[src/rtl/param_updown_counter.sv]
// Parameterised up/down/ping-pong counter with wrap or saturate bounds and a terminal-count pulse.
// Optional parallel load is compiled in only when CNT_LOAD_EN is defined.
module param_updown_counter #(
  parameter int WIDTH   = 5,
  parameter int MAX_VAL = 30,
  parameter int STEP    = 1
) (
  input  logic             clk,
  input  logic             rst_n,
  input  logic             en,
  input  logic [1:0]       mode,
  input  logic             wrap,
  input  logic             load,
  input  logic [WIDTH-1:0] load_val,
  output logic [WIDTH-1:0] counter,
  output logic             dir,
  output logic             tc
);

  typedef enum logic [1:0] {
    MODE_UP   = 2'b00,
    MODE_DOWN = 2'b01,
    MODE_PP   = 2'b10,
    MODE_HOLD = 2'b11
  } mode_e;

  localparam logic [WIDTH:0]   MAX_X  = (WIDTH+1)'(MAX_VAL);
  localparam logic [WIDTH:0]   STEP_X = (WIDTH+1)'(STEP);
  localparam logic [WIDTH-1:0] MAX_C  = WIDTH'(MAX_VAL);

  mode_e            cur_mode;
  logic [WIDTH:0]   up_sum;
  logic [WIDTH:0]   down_diff;
  logic [WIDTH-1:0] nxt_counter;
  logic             nxt_dir;
  logic             nxt_tc;

  assign cur_mode  = mode_e'(mode);
  assign up_sum    = {1'b0, counter} + STEP_X;
  // Only consumed when counter >= STEP, so the borrow never escapes.
  assign down_diff = {1'b0, counter} - STEP_X;

  always_comb begin
    nxt_counter = counter;
    nxt_dir     = dir;
    nxt_tc      = 1'b0;
    if (en) begin
      unique case (cur_mode)
        MODE_UP: begin
          nxt_dir = 1'b1;
          if (up_sum <= MAX_X) begin
            nxt_counter = up_sum[WIDTH-1:0];
            nxt_tc      = (up_sum == MAX_X);
          end else if (wrap) begin
            nxt_counter = '0;
          end else begin
            nxt_counter = MAX_C;
            nxt_tc      = (counter != MAX_C);
          end
        end
        MODE_DOWN: begin
          nxt_dir = 1'b0;
          if ({1'b0, counter} >= STEP_X) begin
            nxt_counter = down_diff[WIDTH-1:0];
            nxt_tc      = (down_diff == '0);
          end else if (wrap) begin
            nxt_counter = MAX_C;
          end else begin
            nxt_counter = '0;
            nxt_tc      = (counter != '0);
          end
        end
        MODE_PP: begin
          if (dir) begin
            if (up_sum >= MAX_X) begin
              nxt_counter = MAX_C;
              nxt_dir     = 1'b0;
              nxt_tc      = 1'b1;
            end else begin
              nxt_counter = up_sum[WIDTH-1:0];
            end
          end else begin
            if ({1'b0, counter} <= STEP_X) begin
              nxt_counter = '0;
              nxt_dir     = 1'b1;
              nxt_tc      = 1'b1;
            end else begin
              nxt_counter = down_diff[WIDTH-1:0];
            end
          end
        end
        default: begin
          nxt_counter = counter;
        end
      endcase
    end
  end

`ifdef CNT_LOAD_EN
  logic [WIDTH-1:0] load_clamped;
  assign load_clamped = ({1'b0, load_val} > MAX_X) ? MAX_C : load_val;

  always_ff @(posedge clk) begin
    if (!rst_n) begin
      counter <= '0;
      dir     <= 1'b1;
      tc      <= 1'b0;
    end else if (load) begin
      counter <= load_clamped;
      tc      <= 1'b0;
    end else begin
      counter <= nxt_counter;
      dir     <= nxt_dir;
      tc      <= nxt_tc;
    end
  end
`else
  // Load ports stay on the boundary for pin compatibility but drive nothing.
  logic unused_load;
  assign unused_load = ^{load, load_val};

  always_ff @(posedge clk) begin
    if (!rst_n) begin
      counter <= '0;
      dir     <= 1'b1;
      tc      <= 1'b0;
    end else begin
      counter <= nxt_counter;
      dir     <= nxt_dir;
      tc      <= nxt_tc;
    end
  end
`endif

endmodule

[config.mk]
export PLATFORM = sky130hd
export DESIGN_NAME = param_updown_counter
export DESIGN_NICKNAME = d
export VERILOG_FILES = /design/src/rtl/param_updown_counter.sv
export SDC_FILE = /design/constraint.sdc
export NUM_CORES = 1
export LEC_CHECK = 0
export CAP_MARGIN = 10
export CELL_PAD_IN_SITES_DETAIL_PLACEMENT = 0
export CELL_PAD_IN_SITES_GLOBAL_PLACEMENT = 1
export CORE_ASPECT_RATIO = 1.2
export CORE_MARGIN = 2
export CORE_UTILIZATION = 30
export CTS_CLUSTER_DIAMETER = 80
export DETAILED_ROUTE_END_ITERATION = 12
export PLACE_DENSITY_LB_ADDON = 0.1
export SYNTH_ARGS = -nofsm -noshare
export SYNTH_HDL_FRONTEND = slang
export SYNTH_SLANG_ARGS = --single-unit
[constraint.sdc]
create_clock -name clk -period 3 [get_ports clk]
set_input_delay 0.6 -clock clk [delete_from_list [all_inputs] [get_ports clk]]
set_output_delay 0.6 -clock clk [all_outputs]
set_load 0.02 [all_outputs]
Yosys cells after proc, flatten, opt, wreduce, memory -nomap -nowiden
Cells that the tools add are included.

Muxes and demuxes: 19. $lt $le $gt $ge: 4. Reduce and logical (&&, ||, !) cells: 6. Add/sub/neg operators: 2. Equal/unequal tests: 4.

Operator list (count): 5-bit 2-to-1 mux (7); 5-bit one-hot mux with 3 select lines (1); 1-bit 2-to-1 mux (9); 5-bit by 1-bit adder with 6-bit output, second input constant (1); 6-bit by 5-bit equality test with 1-bit output, second input constant (1); 6-bit by 5-bit greater-or-equal comparator with 1-bit output, second input constant (1); 6-bit by 5-bit <= comparator with 1-bit output, second input constant (1); 6-bit logical NOT (1); 1-bit one-hot mux with 3 select lines (2); 5-bit by 1-bit subtractor with 6-bit output, second input constant (1); 5-bit by 1-bit greater-or-equal comparator with 1-bit output, second input constant (1); 5-bit by 1-bit <= comparator with 1-bit output, second input constant (1); 5-bit inequality test, second input constant (1); 5-bit nonzero test (1); 2-bit AND reduction (2); 3-bit nonzero test (1); 2-bit by 1-bit equality test with 1-bit output, second input constant (1); 2-bit equality test, second input constant (1); 2-bit logical NOT (1).

Input bits: 12. Output and inout bits: 7. Register bits: 7. Word-level logic and storage cells: 38.

Depth between registers and ports, before layout
Gate-level depths: netlist of run 1.

Depth after elaboration: 5. Mapped depth: 9. Mapped depth without buffers: 7.

Worst setup path before layout of run 1
OpenSTA, ideal clock, no wires.

Path type: reg-to-reg. Start point: reg counter[0]. End point: reg counter[2]. Required time: 2.905 ns. Slack: 0.592 ns. Arrival time: 2.313 ns. Period minus slack after synthesis: 2.408 ns. Library setup time: 0.095 ns. Stages on the path, launching flop included: 9. Buffers on the path: 1. Path through: dfxtp_1 > buf_2 > inv_1 > ha_1 > or2b_1 > a21oi_1 > o221ai_2 > or4_1 > o311ai_1.

Word-level cells in the longest chain between the ends: 5.

RTL lines: start, declared (RTL line 15) `output logic [WIDTH-1:0] counter,`; start signal, assigned (RTL line 128) `counter <= nxt_counter;`; 5-bit by 1-bit adder with 6-bit output (RTL line 39) `assign up_sum = {1'b0, counter} + STEP_X;`; 6-bit by 5-bit greater-or-equal comparator with 1-bit output (RTL line 75) `if (up_sum >= MAX_X) begin`; 5-bit 2-to-1 mux (RTL line 75); 5-bit 2-to-1 mux (RTL line 74) `if (dir) begin`; 5-bit one-hot mux with 3 select lines (*) (RTL line 48) `unique case (cur_mode)`.

Every way passes the cells marked *; elsewhere a longest branch is shown, timed or not. A chain may end at the register's enable or synchronous reset.

Final worst setup path of run 1
Start point: reg counter[1]. End point: reg counter[2].

The elaborated chain is that of the path after synthesis.

==> impl_metrics.ini, run 1 <==
[critical_path]
criticalPathCategory = register to register
worstPathCellList = inv_1 -> ha_1 -> or2b_1 -> a21oi_1 -> o221ai_2 -> or4_1 -> o311ai_1
slowest_stage = dfxtp_1
path_max_fanout = 9
cp.arrival_ps = 2700
cp-end-kind = register
crit_family = simple AND/OR/NAND/NOR gates
critPathLaunchType = register
reg2reg_from = counter[1]
crit_cells = 7
critPathBufInv = 1
r2r_end = counter[2]
r2r_cells = 7
max_stage_delay_ps = 560
rrSetupSlack_ps = 420
required_ps = 3120

[timing]
fin_crit_ps = 2580
setup_slack_ps = 422
drv_slew = 0
rsz0062_at_grt = no
worst_pin_slew_ps = 870
finalSetupTns_ps = 0
maxSlewHeadroom = 0.419
fin_crit_sh = 0.859
setup_viol = 0
fmax_mhz = 388
hold_viol_final = 0
skew_ps = 0.786

[synthesis]
synth_compound_area_frac = 0.326
synthSimpleGateAreaFrac = 0.290
synth_warnings = 0
ys_types = 55
syn_inst = 153
synthAdderAreaFrac = 0.101
syn_avg_cell_area_um2 = 7.27
synth_top_family_by_area = compound AO/OA/AOI/OAI gates
ys.flop_type = dfxtp_1
synth_nets = 174
synth_mux_area_frac = 0
synth_edf_count = 0
netlist_area_um2 = 1110
ys_async_sr_fraction = 0
synth-xor-area-share = 0.0551
seq_area_frac_synth = 0.126
ys_ff_latch = 7

[global_routing]
grt_pass1_vias = 1193
grt_max_degree = 26
grt_pass1_wl_mm = 6.04
antenna_found_initial = 0
grt_usage = 0.185
gr-total-overflow = 0

[floorplanning]
core.rowCount = 24
die_area_um2 = 4210
die_w_um = 59.6
die_y_um = 70.7
core_region_area_um2 = 3600
start_util = 0.309
ios = 19

[placement]
gp_congestion = 0.829
pre_cts_slack_ps = 420
hpwlAfterDp_mm = 2.64
portBuffers = 12

[finish]
post-route-util = 0.358
drive_gt1_frac = 0.0994
antenna_cells = 0
ff_latch_area_um2 = 140
multiInputGateArea_um2 = 860
nets = 183
area_growth_pct = 16.0
nFillCells = 398

[cts]
clockBufferDepth = 2
h-tree-depth = 1
cts_hold_buf = 0
clk_pin_slew_ps = 40
cts_tree = built
cts_made_buffers = 3
clock_latency_ps = 220
clock_sinks = 7
post_cts_buffers = 0
root_buffer = clkbuf_8
cts_resized = 0

[hold_path]
whs_path_depth = 2
hold_end = counter[1]
hold_path.startpoint = counter[1]
min_path_type = register to register

[routing]
drc = 0
vias = 1245
drt-initial-drc-count = 70
dr.pass1.iters = 4
routedWlPerCell_um = 18.0
viasPerCell = 6.23
antenna_left = 0
wl_mm = 3.61

[run_status]
status = finished, final reports clean

[run]
maxCapViolCount = 0

[power_and_ir_drop]
total_leakage_power_nw = 0.484
p_per_area_nw_per_um2 = 367
ir_drop_v = 0.000291
## through the flow
step                hold slack (ps)  instance area (um2)  power (mW)  cells
finish                          804                 1290       0.473    200
global route                    860                 1290       0.508    200
floorplan                       790                 1110       0.276    153
detailed placement              778                 1240       0.346    196
CTS                             782                 1290       0.477    200
global placement                770                 1240       0.346    196
## final cells by class
class,count,area share
Timing Repair Buffer,16,0.116
Sequential cell,7,0.109
Inverter,12,0.0359
Tap cell,39,0.0378
Clock buffer,4,0.0349
Multi-Input combinational cell,122,0.666
## Yosys cell counts (all sizes together), types with 3 or more instances
| cell type | instances | share of area |
|---|---|---|
| ha | 9 | 0.10 |
| nand2 | 15 | 0.051 |
| dfxtp | 7 | 0.13 |
| and3 | 3 | 0.017 |
| nand4 | 3 | 0.017 |
| a31oi | 4 | 0.022 |
| and2 | 3 | 0.019 |
| nor4 | 3 | 0.017 |
| clkbuf | 4 | 0.013 |
| a211oi | 3 | 0.020 |
| nor3 | 3 | 0.013 |
| xnor2 | 7 | 0.055 |
| o21ai | 7 | 0.031 |
| nor2 | 8 | 0.027 |
| inv | 11 | 0.037 |
| o221ai | 4 | 0.037 |
| o211ai | 3 | 0.020 |
| a21oi | 8 | 0.036 |
| buf | 8 | 0.046 |
| nor2b | 5 | 0.028 |
## report_power, final
group / switching (mW) / internal, mW / total, mW
sequential: 0.0231 / 0.101 / 0.124
combinational: 0.129 / 0.0930 / 0.222
clock: 0.0356 / 0.0915 / 0.127
total: 0.188 / 0.286 / 0.473
## cells by family after synthesis
kind of cell | after synthesis
XOR/XNOR | 7
adder cells (fa/ha/maj) | 9
buffers and inverters | 24
flip-flops | 7
AND/OR/NAND/NOR | 57
AO/OA/AOI/OAI | 49
## how the worst max path moves through the flow
stage	end	from	slack (ps)
finish	counter[2]	counter[1]	420
global route	counter[2]	counter[1]	220
CTS	counter[2]	counter[1]	410
detailed placement	counter[2]	counter[1]	420
global placement	counter[2]	mode[0]	450
floorplan	counter[2]	counter[0]	590
## placed cells by master, fill, tap and decap left out, types with 2 or more instances in the layout
master / Yosys / routed
nor2b_1: 5 / 5
dfxtp_1: 7 / 7
nand4_1: 3 / 3
o211ai_1: 3 / 3
ha_1: 9 / 9
a211oi_1: 3 / 3
a211o_1: 2 / 2
a221oi_1: 2 / 2
clkbuf_8: 0 / 3
buf_4: 2 / 4
or3_1: 2 / 2
a41oi_1: 2 / 2
nor2_1: 8 / 8
o21ai_0: 7 / 7
clkdlybuf4s50_1: 0 / 12
a31oi_1: 4 / 4
nor3_1: 3 / 3
inv_1: 11 / 11
xnor2_1: 7 / 7
nand2_1: 15 / 15
nor4_1: 3 / 3
or4_1: 2 / 2
a21oi_1: 8 / 8
o221ai_1: 3 / 3
and3_1: 3 / 3
## state kept, by name, indices dropped and copies added (netlist names)
signal   count
tc           1
counter      5
dir          1
## layer usage
layer,vias up,track usage,part of all wire,routed length [um]
met5,-,0,0,0
met4,0,0.0543,0.028,100
met3,10,0.0457,0.073,262
met2,62,0.292,0.47,1710
met1,586,0.247,0.43,1540
li1,587,-,-,-
## worst min-delay path: stages, from the launching register on
cell and delay, ps:
dfxtp_1 430, o21ai_0 230, a221oi_1 80
No activity file was read; power rests on OpenSTA's default activity.
==> inputs of run 2 (changes only) <==
Settings changed: CELL_PAD_IN_SITES_DETAIL_PLACEMENT 0 to default, CELL_PAD_IN_SITES_GLOBAL_PLACEMENT 1 to default, PLACE_DENSITY_LB_ADDON 0.1 to default, REMOVE_ABC_BUFFERS from default to 1, SKIP_CTS_REPAIR_TIMING from default to 1.
==> run 2 against run 1 <==
Critical path depth is 6 lower. Clock power grew 5%. Utilization unchanged. Global-route usage fell by 2.2 points. Total power is 0.15% lower. Worst setup slack better by 130 ps. Count of clock-buffer cells in the layout stayed put. Wire length shrank 11%. Critical path type is now register to output port. First-iteration DRC count rose by 43%. Sequential power is 3% lower.
==> impl_metrics.ini, run 2 (synthesis gave the netlist of run 1 again) <==
[floorplanning]
start_util = 0.309
ios = 19
die_area_um2 = 4210
die_y_um = 70.7
core.rowCount = 24
die_w_um = 59.6
core_region_area_um2 = 3600

[finish]
multiInputGateArea_um2 = 860
layout.cells.most_common = nand2_1
nFillCells = 381
area_growth_pct = 16.0
largest_reg_flops = 5
ff_latch_area_um2 = 140
nets = 183
fin_area_um2 = 1290
antenna_cells = 0
post-route-util = 0.358
drive_gt1_frac = 0.0994
top_register = counter
reg_top3 = counter (5), dir (1), tc (1)
layout_common_cells = 15 x nand2_1, 12 x clkdlybuf4s50_1, 11 x inv_1

[routing]
viasPerCell = 6.14
drt-initial-drc-count = 100
dr.pass1.iters = 4
vias = 1227
antenna_left = 0
drc = 0
wl_mm = 3.20
routedWlPerCell_um = 16.0

[global_routing]
grt_pass1_vias = 1145
gr-total-overflow = 0
grt_pass1_wl_mm = 5.40
grt_max_degree = 26
grt_usage = 0.163
antenna_found_initial = 0

[critical_path]
path_max_fanout = 25
criticalPathCategory = register to output port
crit_family = flip-flops
cp.arrival_ps = 1850
cp-end-kind = output port
critPathLaunchType = register
critPathBufInv = 1
max_stage_delay_ps = 870
required_ps = 2400
slowest_stage = dfxtp_1
worstPathCellList = clkdlybuf4s50_1

[cts]
root_buffer = clkbuf_8
clockBufferDepth = 2
clk_pin_slew_ps = 40
cts_made_buffers = 3
h-tree-depth = 1
cts_tree = built
clock_latency_ps = 230
clock_sinks = 7

[timing]
fin_crit_sh = 0.816
holdWs_ps = 706
rsz0062_at_grt = no
fin_crit_ps = 2450
maxSlewHeadroom = 0.430
finalSetupTns_ps = 0
fmax_mhz = 409
skew_ps = 0.510
worst_pin_slew_ps = 854
drv_slew = 0
hold_viol_final = 0
setup_slack_ps = 552
setup_viol = 0

[placement]
postPlaceCellArea_um2 = 1240
hpwlAfterDp_mm = 2.34
gp_congestion = 0.858
portBuffers = 12
pre_cts_slack_ps = 434

[power_and_ir_drop]
total_leakage_power_nw = 0.484
ir_drop_v = 0.000107
p_per_area_nw_per_um2 = 366

[hold_path]
min_path_type = register to register

[run_status]
status = finished, final reports clean

[run]
maxCapViolCount = 0
run 2: cell counts in the layout (fill, tap and decap cells not counted):
No cell type changed its count.
run 2: final timing paths:
check / to / slack, ps / from / cells after the start
worst min register to register: counter[0] / 710 / counter[0] / 4
worst max-delay path: counter[2] / 550 / counter[2] / 1
worst max register to register: counter[2] / 700 / counter[0] / 7
worst min-delay path: counter[0] / 710 / counter[0] / 4
run 2: stage by stage:
step	power (mW)	instances
global placement	0.334	196
finish	0.473	200
CTS	0.471	200
floorplan	0.263	141
detailed placement	0.337	196
global route	0.503	200
run 2: area by class of cell:
class | count | area share
timing repair buffer | 16 | 0.116
tap | 39 | 0.0378
multi-input combinational | 122 | 0.666
clock buffer | 4 | 0.0349
sequential | 7 | 0.109
inverter | 12 | 0.0359
run 2: where the power goes:
part / switching (mW) / internal [mW] / leakage [nW]
clock: 0.0406 / 0.0919 / 0.0228
combinational: 0.127 / 0.0931 / 0.404
sequential: 0.0190 / 0.101 / 0.0575
total: 0.187 / 0.286 / 0.484
run 2: layer usage:
layer | track usage | vias up | share of wire
li1 | - | 587 | -
met1 | 0.228 | 565 | 0.41
met2 | 0.239 | 64 | 0.48
met3 | 0.0165 | 11 | 0.073
met4 | 0.0938 | 0 | 0.036
met5 | 0 | - | 0
==> inputs of run 3 (changes only) <==
Clock period 3 ns to 2.05 ns, I/O delays scaled along.
==> run 3 against run 2 <==
Critical path depth increased by 6. Via count increased by 11%. Worst setup slack got worse by 530 ps. Critical path type is now register to register. Largest power group unchanged. Highest routed layer unchanged.
==> impl_metrics.ini, run 3 (synthesis gave the netlist of run 1 again) <==
[run_status]
status = finished, final reports clean

[timing]
fin_crit_sh = 0.991
maxSlewHeadroom = 0.771
drv_slew = 0
rsz0062_at_grt = yes
holdWs_ps = 692
setup_viol = 0
skew_ps = 8.86
hold_viol_final = 0
worst_pin_slew_ps = 342
fin_crit_ps = 2030
finalSetupTns_ps = 0
fmax_mhz = 492

[cts]
clock_sinks = 7
cts_tree = built
root_buffer = clkbuf_8
clock_latency_ps = 240
cts_made_buffers = 3
h-tree-depth = 1
clockBufferDepth = 2
clk_pin_slew_ps = 40

[routing]
routedWlPerCell_um = 16.3
viasPerCell = 5.98
drt-initial-drc-count = 100
antenna_left = 0
vias = 1364
drc = 0
dr.pass1.iters = 4
wl_mm = 3.72

[finish]
nets = 211
area_growth_pct = 42.3
fin_area_um2 = 1580
top_register = counter
drive_gt1_frac = 0.312
reg_top3 = counter (5), dir (1), tc (1)
largest_reg_flops = 5
layout.cells.most_common = buf_4
antenna_cells = 0
layout_common_cells = 32 x buf_4, 15 x nand2_1, 12 x clkdlybuf4s50_1

[floorplanning]
core.rowCount = 24
die_w_um = 59.6
die_area_um2 = 4210
start_util = 0.309
ios = 19
die_y_um = 70.7
core_region_area_um2 = 3600

[global_routing]
gr-total-overflow = 0
grt_pass1_wl_mm = 6.06
antenna_found_initial = 0
grt_max_degree = 13
grt_pass1_vias = 1274
grt_usage = 0.182

[critical_path]
max_stage_delay_ps = 480
cp-end-kind = register
path_max_fanout = 4
criticalPathCategory = register to register
required_ps = 2180
critPathBufInv = 1
slowest_stage = or4_1
critPathLaunchType = register
crit_family = simple AND/OR/NAND/NOR gates
cp.arrival_ps = 2160
worstPathCellList = inv_1 -> ha_4 -> or2b_1 -> a21oi_2 -> o221ai_4 -> or4_1 -> o311ai_1

[placement]
postPlaceCellArea_um2 = 1450
portBuffers = 12
hpwlAfterDp_mm = 2.81
gp_congestion = 0.902

[power_and_ir_drop]
p_sw_frac = 0.398
p_per_area_nw_per_um2 = 506
p_seq_frac = 0.207
ir_drop_v = 0.000258
clkPwrFrac = 0.265
total_leakage_power_nw = 0.651
combinationalPowerShare = 0.528
intPower_mw = 0.482
netSwitchingPower_mw = 0.319

[run]
maxCapViolCount = 0

[hold_path]
min_path_type = register to register
run 3: power by group through the flow:
stage                     Sequential, mW  Clock [mW]  Combinational (mW)
after floorplan                    0.196           0               0.190
after global placement             0.165           0               0.382
after detailed placement           0.165           0               0.390
after CTS                          0.163       0.211               0.391
after global routing               0.169       0.218               0.457
final                              0.166       0.212               0.423
run 3: final timing paths:
kind / from / to / slack [ps] / depth (start not counted)
min reg2reg: dir / dir / 690 / 2
max reg2reg: counter[0] / counter[2] / 20 / 7
max: counter[0] / counter[2] / 20 / 7
min: dir / dir / 690 / 2
run 3: area by class of cell:
class                      instances  area [um2]
tap                               39        48.8
fill                             375        2020
inverter                          12        47.5
sequential                         7         145
timing repair buffer              44         360
clock buffer                       4        45.0
multi-input combinational        122         936
run 3: metal layers:
layer,part of all wire,GRT usage,vias to the layer above
met3,0.043,0.0128,8
met1,0.42,0.240,661
li1,-,-,642
met4,0.020,0.0765,0
met2,0.52,0.300,53
met5,0,0,-
run 3: worst register-to-register path: cells and delay by family, from the launching register on:
family                     cells  cell delay [ps]
buffers and inverters          1               90
DFF                            1              350
adders and majority gates      1              280
AOI/OAI and AO/OA              3              460
and+or+nand+nor                2              760
run 3: stage by stage:
| stage | instances | setup slack, ps | util | power, mW |
|---|---|---|---|---|
| 5_1_grt | 228 | -61.3 | 0.439 | 0.843 |
| 3_5_place_dp | 223 | -169 | 0.402 | 0.555 |
| 3_3_place_gp | 223 | -103 | 0.402 | 0.547 |
| 2_1_floorplan | 141 | -387 | - | 0.386 |
| 4_1_cts | 227 | -107 | 0.414 | 0.765 |
| 6_report | 228 | 17.9 | 0.439 | 0.801 |
